===== config.mk =====
export PLATFORM = sky130hd
export DESIGN_NAME = id_ex_stage
export DESIGN_NICKNAME = d
export VERILOG_FILES = /design/src/rtl/id_ex_stage.sv
export SDC_FILE = /design/constraint.sdc
export NUM_CORES = 1
export LEC_CHECK = 0
export BUFFER_PORTS_ARGS = -buffer_cell sky130_fd_sc_hd__buf_4
export CORE_MARGIN = 1.5
export CORE_UTILIZATION = 44
export CTS_BUF_LIST = sky130_fd_sc_hd__clkbuf_4
export DETAILED_ROUTE_END_ITERATION = 12
export PLACE_DENSITY = 0.84
export SLEW_MARGIN = 25
export SYNTH_ARGS = -nofsm -noshare
export SYNTH_HDL_FRONTEND = slang
export SYNTH_SLANG_ARGS = --single-unit
export TNS_END_PERCENT = 10

===== constraint.sdc =====
create_clock -name clk -period 3.8 [get_ports clk]
set_input_delay 0.76 -clock clk [delete_from_list [all_inputs] [get_ports clk]]
set_output_delay 0.76 -clock clk [all_outputs]
set_load 0.02 [all_outputs]

===== src/rtl/id_ex_stage.sv =====
// id_ex_stage: ID/EX pipeline register.
// Captures decode operands/controls, applies WB->ID bypass, detects load-use
// hazards against the instruction currently in EX, inserts bubbles on flush
// or hazard, freezes on hold, and keeps a saturating count of stall cycles.
module id_ex_stage #(
    parameter int DW    = 32,
    parameter int AW    = 5,
    parameter int CNT_W = 16
) (
    input  logic             clk,
    input  logic             rst,
    input  logic             flush,
    input  logic             hold,
    input  logic             id_valid,
    input  logic [AW-1:0]    id_rs,
    input  logic [AW-1:0]    id_rt,
    input  logic [AW-1:0]    id_rd,
    input  logic             id_uses_rt,
    input  logic [DW-1:0]    id_data1,
    input  logic [DW-1:0]    id_data2,
    input  logic [DW-1:0]    id_imm,
    input  logic [8:0]       id_ctrl,
    input  logic             wb_reg_write,
    input  logic [AW-1:0]    wb_write_reg,
    input  logic [DW-1:0]    wb_write_data,
    output logic             stall,
    output logic             ex_valid,
    output logic [AW-1:0]    ex_rs,
    output logic [AW-1:0]    ex_rt,
    output logic [AW-1:0]    ex_rd,
    output logic [DW-1:0]    ex_data1,
    output logic [DW-1:0]    ex_data2,
    output logic [DW-1:0]    ex_imm,
    output logic [8:0]       ex_ctrl,
    output logic [CNT_W-1:0] stall_count
);

    // Control word packing: {reg_write,mem_read,mem_write,mem_to_reg,alu_src,reg_dst,alu_op[2:0]}
    localparam int MEM_READ_BIT = 7;

    // EX-side state
    logic             r_ex_valid;
    logic [AW-1:0]    r_ex_rs;
    logic [AW-1:0]    r_ex_rt;
    logic [AW-1:0]    r_ex_rd;
    logic [DW-1:0]    r_ex_data1;
    logic [DW-1:0]    r_ex_data2;
    logic [DW-1:0]    r_ex_imm;
    logic [8:0]       r_ex_ctrl;
    logic [CNT_W-1:0] r_stall_count;

    // Hazard / stall decode
    logic w_ex_is_load;
    logic w_rs_match;
    logic w_rt_match;
    logic w_hazard;
    logic w_stall;

    // Bypassed operands, one lane per source register
    logic [AW-1:0] w_src_addr [2];
    logic [DW-1:0] w_src_data [2];
    logic [DW-1:0] w_byp_data [2];
    logic          w_wb_live;

    assign w_src_addr[0] = id_rs;
    assign w_src_addr[1] = id_rt;
    assign w_src_data[0] = id_data1;
    assign w_src_data[1] = id_data2;

    // A write to register 0 is architecturally discarded, so never forward it.
    assign w_wb_live = wb_reg_write && (wb_write_reg != '0);

    genvar gi;
    generate
        for (gi = 0; gi < 2; gi++) begin : g_bypass
            assign w_byp_data[gi] = (w_wb_live && (wb_write_reg == w_src_addr[gi]))
                                    ? wb_write_data : w_src_data[gi];
        end
    endgenerate

    // A load in EX targeting a nonzero register that ID reads must wait one cycle.
    assign w_ex_is_load = r_ex_valid && r_ex_ctrl[MEM_READ_BIT] && (r_ex_rt != '0);
    assign w_rs_match   = (r_ex_rt == id_rs);
    assign w_rt_match   = id_uses_rt && (r_ex_rt == id_rt);
    assign w_hazard     = id_valid && w_ex_is_load && (w_rs_match || w_rt_match);

    // Flush already kills the ID instruction and hold already freezes the front
    // end, so neither needs an extra stall.
    assign w_stall = w_hazard && !flush && !hold;

    // EX register update: reset > flush > hold > hazard bubble > load
    always_ff @(posedge clk) begin
        if (rst || flush || (!hold && w_hazard)) begin
            r_ex_valid <= 1'b0;
            r_ex_rs    <= '0;
            r_ex_rt    <= '0;
            r_ex_rd    <= '0;
            r_ex_data1 <= '0;
            r_ex_data2 <= '0;
            r_ex_imm   <= '0;
            r_ex_ctrl  <= '0;
        end else if (!hold) begin
            r_ex_valid <= id_valid;
            r_ex_rs    <= id_rs;
            r_ex_rt    <= id_rt;
            r_ex_rd    <= id_rd;
            r_ex_data1 <= w_byp_data[0];
            r_ex_data2 <= w_byp_data[1];
            r_ex_imm   <= id_imm;
            r_ex_ctrl  <= id_valid ? id_ctrl : 9'd0;
        end
    end

    // Saturating stall-cycle counter; only reset clears it
    always_ff @(posedge clk) begin
        if (rst) begin
            r_stall_count <= '0;
        end else if (w_stall && (r_stall_count != '1)) begin
            r_stall_count <= r_stall_count + 1'b1;
        end
    end

    assign stall       = w_stall;
    assign ex_valid    = r_ex_valid;
    assign ex_rs       = r_ex_rs;
    assign ex_rt       = r_ex_rt;
    assign ex_rd       = r_ex_rd;
    assign ex_data1    = r_ex_data1;
    assign ex_data2    = r_ex_data2;
    assign ex_imm      = r_ex_imm;
    assign ex_ctrl     = r_ex_ctrl;
    assign stall_count = r_stall_count;

endmodule


# Yosys cells after proc, flatten, opt, wreduce, memory -nomap -nowiden
# Index checks and enable logic that the tools add are counted.
[word_totals]
reg_bits = 137
input_bits = 164
elab_cells = 37
[op_classes]
n_addsub = 1
n_eq_ne = 5
n_mux = 3
reduce_logical = 19
[ops]
columns = ["cell", "n"]
rows = [
  ["$mux W32", 2],
  ["$eq A5 B5 Y1", 4],
  ["$add A16 B1 Y16 const B", 1],
  ["$ne A16 B16 Y1 const B", 1],
  ["$logic_and A1 B1 Y1", 12],
  ["$reduce_bool A5 Y1", 2],
  ["$mux W9", 1],
  ["$logic_or A1 B1 Y1", 3],
  ["$logic_not A1 Y1", 2],
]

# Longest topological paths before layout
[depth]
word_depth = 7
depth_mapped = 7
mapped_depth_nobuf = 6

# Least setup slack after synthesis
# OpenSTA, ideal clock, no wires.
[synth_timing]
kind = "input -> output"
startpoint = "input id_rt[2]"
endpoint = "output stall"
t_arrival_ns = 1.858
required_time_ns = 3.040
slack_ns = 1.182
cell_stages = 5
path_buffers = 1
path_cell_list = "xor2_1 -> nor4_2 -> a32oi_1 -> clkbuf_1 -> nor2_1"
[synth_between]
elab_chain_cells = 6
[synth_rtl]
columns = ["element", "line", "text"]
rows = [
  ["from (decl)", "16", "input logic [AW-1:0] id_rt,"],
  ["$eq A5 B5 Y1", "84", "assign w_rt_match = id_uses_rt && (r_ex_rt == id_rt);"],
  ["$logic_and A1 B1 Y1", "84", ""],
  ["$logic_or A1 B1 Y1", "85", "assign w_hazard = id_valid && w_ex_is_load && (w_rs_match || w_rt_match);"],
  ["$logic_and A1 B1 Y1", "85", ""],
  ["$logic_and A1 B1 Y1 (2 in series)", "89", "assign w_stall = w_hazard && !flush && !hold;"],
  ["to (decl)", "26", "output logic stall,"],
]
# No other way between the ends.

# Worst setup path in the final report
[layout_timing]
startpoint = "register r_ex_rt[0], in the netlist ex_rt[0]"
endpoint = "output stall"
[layout_between]
elab_chain_cells = 6
elab_cells_between_ends = 10
[layout_rtl]
columns = ["element", "line", "text"]
rows = [
  ["from (decl)", "44", "logic [AW-1:0] r_ex_rt;"],
  ["from (signal assigned)", "105", "r_ex_rt <= id_rt;"],
  ["$eq A5 B5 Y1 / $reduce_bool A5 Y1 (equally long branches)", "84, 82", ""],
  ["$logic_and A1 B1 Y1 (on tied branches)", "84, 82", ""],
  ["$logic_or A1 B1 Y1 / $logic_and A1 B1 Y1 (equally long branches)", "85", ""],
  ["$logic_and A1 B1 Y1 *", "85", ""],
  ["$logic_and A1 B1 Y1 * (2 in series)", "89", ""],
]
# Every way passes the cells marked *; elsewhere a longest branch is shown, timed or not.

==> implementation parameters <==
Parameter                              Value

Cells and area
  Share of final-layout standard cells stronger than drive strength 1 ... 35.4%
  Relative area change from synthesis to final layout ... 41.4%
  Count of fill cells added during filler insertion ... 1,189
  Final #Nets ... 1,154

Routing
  Wire per inst ... 15.2 microns
  Total wirelength of the detailed-routed design ... 18,000 microns
  DRT Pass-1 Iters ... 4
  Number of remaining DRC errors ... 0
  Via density per instance ... 5.11
  Detailed router's first-iteration violation count ... 317
  Vias post-DR ... 6,050
  Remaining antenna violation count after routing ... 0

Global route
  Via count of the first global-routing pass ... 5,634
  Global routing met1 resource utilization ... 27.5%
  Initial antenna violation count ... 1
  Total grt overflow ... 0
  Highest-utilization routing layer at the global route stage ... met2
  Met2 track demand over resource in global routing ... 38.7%
  Pin count of the biggest net entering global routing ... 218
  Overall routing resource usage ... 23.5%
  Met3 GRT Util ... 8.36%
  First-pass GRT wire length ... 27,400 microns

Critical path
  Nature of the critical path startpoint ... register
  Worst path required time ... 3.04 ns
  Slowest stage delay, CP ... 0.57 ns
  Worst Setup Path Type ... register to output pin
  Worst-path maximum fanout ... 5
  Crit path max-delay cell type ... sky130_fd_sc_hd__or4_1
  Element type at the critical path end ... output pin
  Critical-path cell list ... or4_1 -> o2111a_1 -> clkinv_1 -> nor2_1 -> buf_4
  Arrival time at the worst endpoint ... 2.16 ns

Clocking
  Clock sink count ... 137
  Later-pin clock latency in the skew report ... 0.57 ns
  Clock tree from TritonCTS ... done
  Post-CTS Hold Fix Bufs ... 0
  Clock buffer count from CTS ... 17
  Setup Buffers After CTS ... 0
  Clock transition at the registers of the reported paths ... 0.14 ns
  Total of cells resized after clock tree synthesis ... 0
  Number of levels in the clock H-tree ... 4
  Clock tree root driver cell ... sky130_fd_sc_hd__clkbuf_4
  Max Root-Sink Buffers ... 2

Pwr
  Worst vdd ir ... 247 uV
  Power per cell area ... 338 nW/um^2
  Total power of the final layout ... 3.01 mW
  Static leakage power ... 3.88 nW

Logic synthesis
  Post-synthesis instance total ... 718
  Mapped Nets ... 883
  Warnings from Yosys ... 0
  Largest area contributor in the netlist ... sky130_fd_sc_hd__dfxtp_1
  Part of the Yosys area used for sequential elements ... 43.6%
  Count of state elements after synthesis ... 137
  Most used DFF post-synth ... sky130_fd_sc_hd__dfxtp_1
  Leading cell types by total area after synthesis ... sky130_fd_sc_hd__dfxtp_1 (44%), sky130_fd_sc_hd__or3b_1 (8.9%), sky130_fd_sc_hd__nand2_1 (7.9%)
  Post-synth top area share ... 43.6%
  Leading cell types by count after synthesis ... sky130_fd_sc_hd__dfxtp_1 (137), sky130_fd_sc_hd__nand2_1 (133), sky130_fd_sc_hd__nor2_1 (77)
  EDFF count, synth ... 0
  Area of the mapped netlist ... 6290 sq um
  Dominant cell by count in the synthesized netlist ... sky130_fd_sc_hd__dfxtp_1
  Share of synthesized registers carrying an async set or reset ... 0%
  Avg Synthesized Cell Area ... 8.77 sq um
  Number of different library cells in the post-synthesis netlist ... 41

Die
  Overall die area ... 15,000 sq um
  Initial cell density of the core ... 45.2%
  Height of the die ... 123 microns
  I/O Pins ... 302
  Chip width ... 123 microns
  Area inside the core boundary ... 13,900 sq um
  FP Rows ... 43

STA
  Worst Max-Slew Pin Slew ... 1.03 ns
  Period minus WS final ... 2.92 ns
  Crit share post-route ... 76.9%
  Final Skew ... 0.0235 ns
  Setup repair after global routing missed its margin ... false
  Top achievable clock speed ... 0.342 GHz
  Final-report setup violation count ... 0
  Total Negative Setup Slacks ... 0 ns
  Worst rel slew slack ... 31.4%
  Number of endpoints with negative hold slack in the final report ... 0
  Max-slew violation count ... 0

Flow run
  Number of violations of the max-capacitance limit ... 0

Placed design
  Placer congestion estimate ... 0.845
  Port Buf Inserts ... 301
  HPWL after DPL ... 12,900 microns

Worst hold path
  Classification of the worst-slack hold path ... input port to register

Status
  Outcome ... finished clean
[metal layers]
| metal | vias up | routed length [microns] |
|---|---|---|
| li1 | 3039 | - |
| met5 | - | 0 |
| met3 | 38 | 1270 |
| met2 | 201 | 9010 |
| met4 | 0 | 580 |
| met1 | 2772 | 7140 |
[final timing paths]
kind              slack, ns      startpoint             end  cells past startpoint
setup / recovery       0.88        ex_rt[0]           stall                      5
hold / removal         0.40      id_ctrl[1]      ex_ctrl[1]                      3
setup reg to reg       1.63  stall_count[0]  stall_count[0]                      6
hold reg to reg        0.48    ex_data2[31]    ex_data2[31]                      2
[report_power, final]
part	total [mW]	internal (mW)	switching [mW]
clock	1.03	0.417	0.615
combinational	0.475	0.250	0.225
sequential	1.50	1.48	0.0247
[cell type report]
class                      instances  area [sq um]  share of cell area [%]
timing repair buffer             308          2330                    26.2
sequential                       137          2740                    30.8
tap                              180           225                    2.53
clock inverter                    15           180                    2.03
clock buffer                      17           128                    1.43
antenna                            1          2.50                  0.0281
inverter                           2          7.51                  0.0844
multi-input combinational        523          3280                    36.9
[state kept, by name, summed over array words and instances, names as in the netlist]
signal / count
ex_rs: 5
ex_ctrl: 9
ex_imm: 32
ex_data1: 32
stall_count: 16
ex_rt: 5
ex_valid: 1
ex_data2: 32
ex_rd: 5
[cell families after synthesis]
kind of cell,synth area share [%]
AO/OA/AOI/OAI,9.32
multiplexers,9.60
adder cells (fa/ha/maj),0.199
buffers and inverters,4.39
AND/OR/NAND/NOR,30.1
flip-flops,43.6
XOR/XNOR,2.78
[through the flow]
stage	hold slack, ns	setup slack (ns)	cells	util (%)	area, sq um
detailed placement	0.469	1.05	1150	61.6	8590
floorplan	0.552	1.18	718	-	6290
finish	0.399	0.879	1183	63.8	8900
global placement	0.465	1.06	1150	61.6	8590
global route	0.352	0.745	1183	63.8	8900
CTS	0.365	0.840	1182	63.8	8890
[cells in the final DEF (no fill, tap or decap), types with 3 or more instances in the layout]
cell	synthesis	final
sky130_fd_sc_hd__mux2_1	6	6
sky130_fd_sc_hd__clkbuf_4	0	17
sky130_fd_sc_hd__mux2_2	5	5
sky130_fd_sc_hd__inv_8	0	4
sky130_fd_sc_hd__or4_1	3	3
sky130_fd_sc_hd__nand3_1	7	7
sky130_fd_sc_hd__xor2_1	13	13
sky130_fd_sc_hd__inv_6	0	5
sky130_fd_sc_hd__nor4_1	9	9
sky130_fd_sc_hd__a31oi_1	64	64
sky130_fd_sc_hd__a22oi_1	9	9
sky130_fd_sc_hd__nand4_1	5	5
sky130_fd_sc_hd__dfxtp_1	137	137
sky130_fd_sc_hd__mux2i_1	48	48
sky130_fd_sc_hd__clkinvlp_4	0	3
sky130_fd_sc_hd__nor2_1	77	77
sky130_fd_sc_hd__a21oi_1	3	3
sky130_fd_sc_hd__xnor2_1	7	7
sky130_fd_sc_hd__nor2b_1	44	44
sky130_fd_sc_hd__nand2_1	133	133
sky130_fd_sc_hd__nor3_1	5	5
sky130_fd_sc_hd__or3b_1	64	64
sky130_fd_sc_hd__buf_4	1	306
[worst max-delay path: cells and delay by family, from the launching register on]
family / cells / cell delay, ns
AO/OA/AOI/OAI: 1 / 0.32
flip-flops: 1 / 0.38
AND/OR/NAND/NOR: 2 / 0.63
buffers and inverters: 2 / 0.27
No activity file was read; power rests on OpenSTA's default activity.
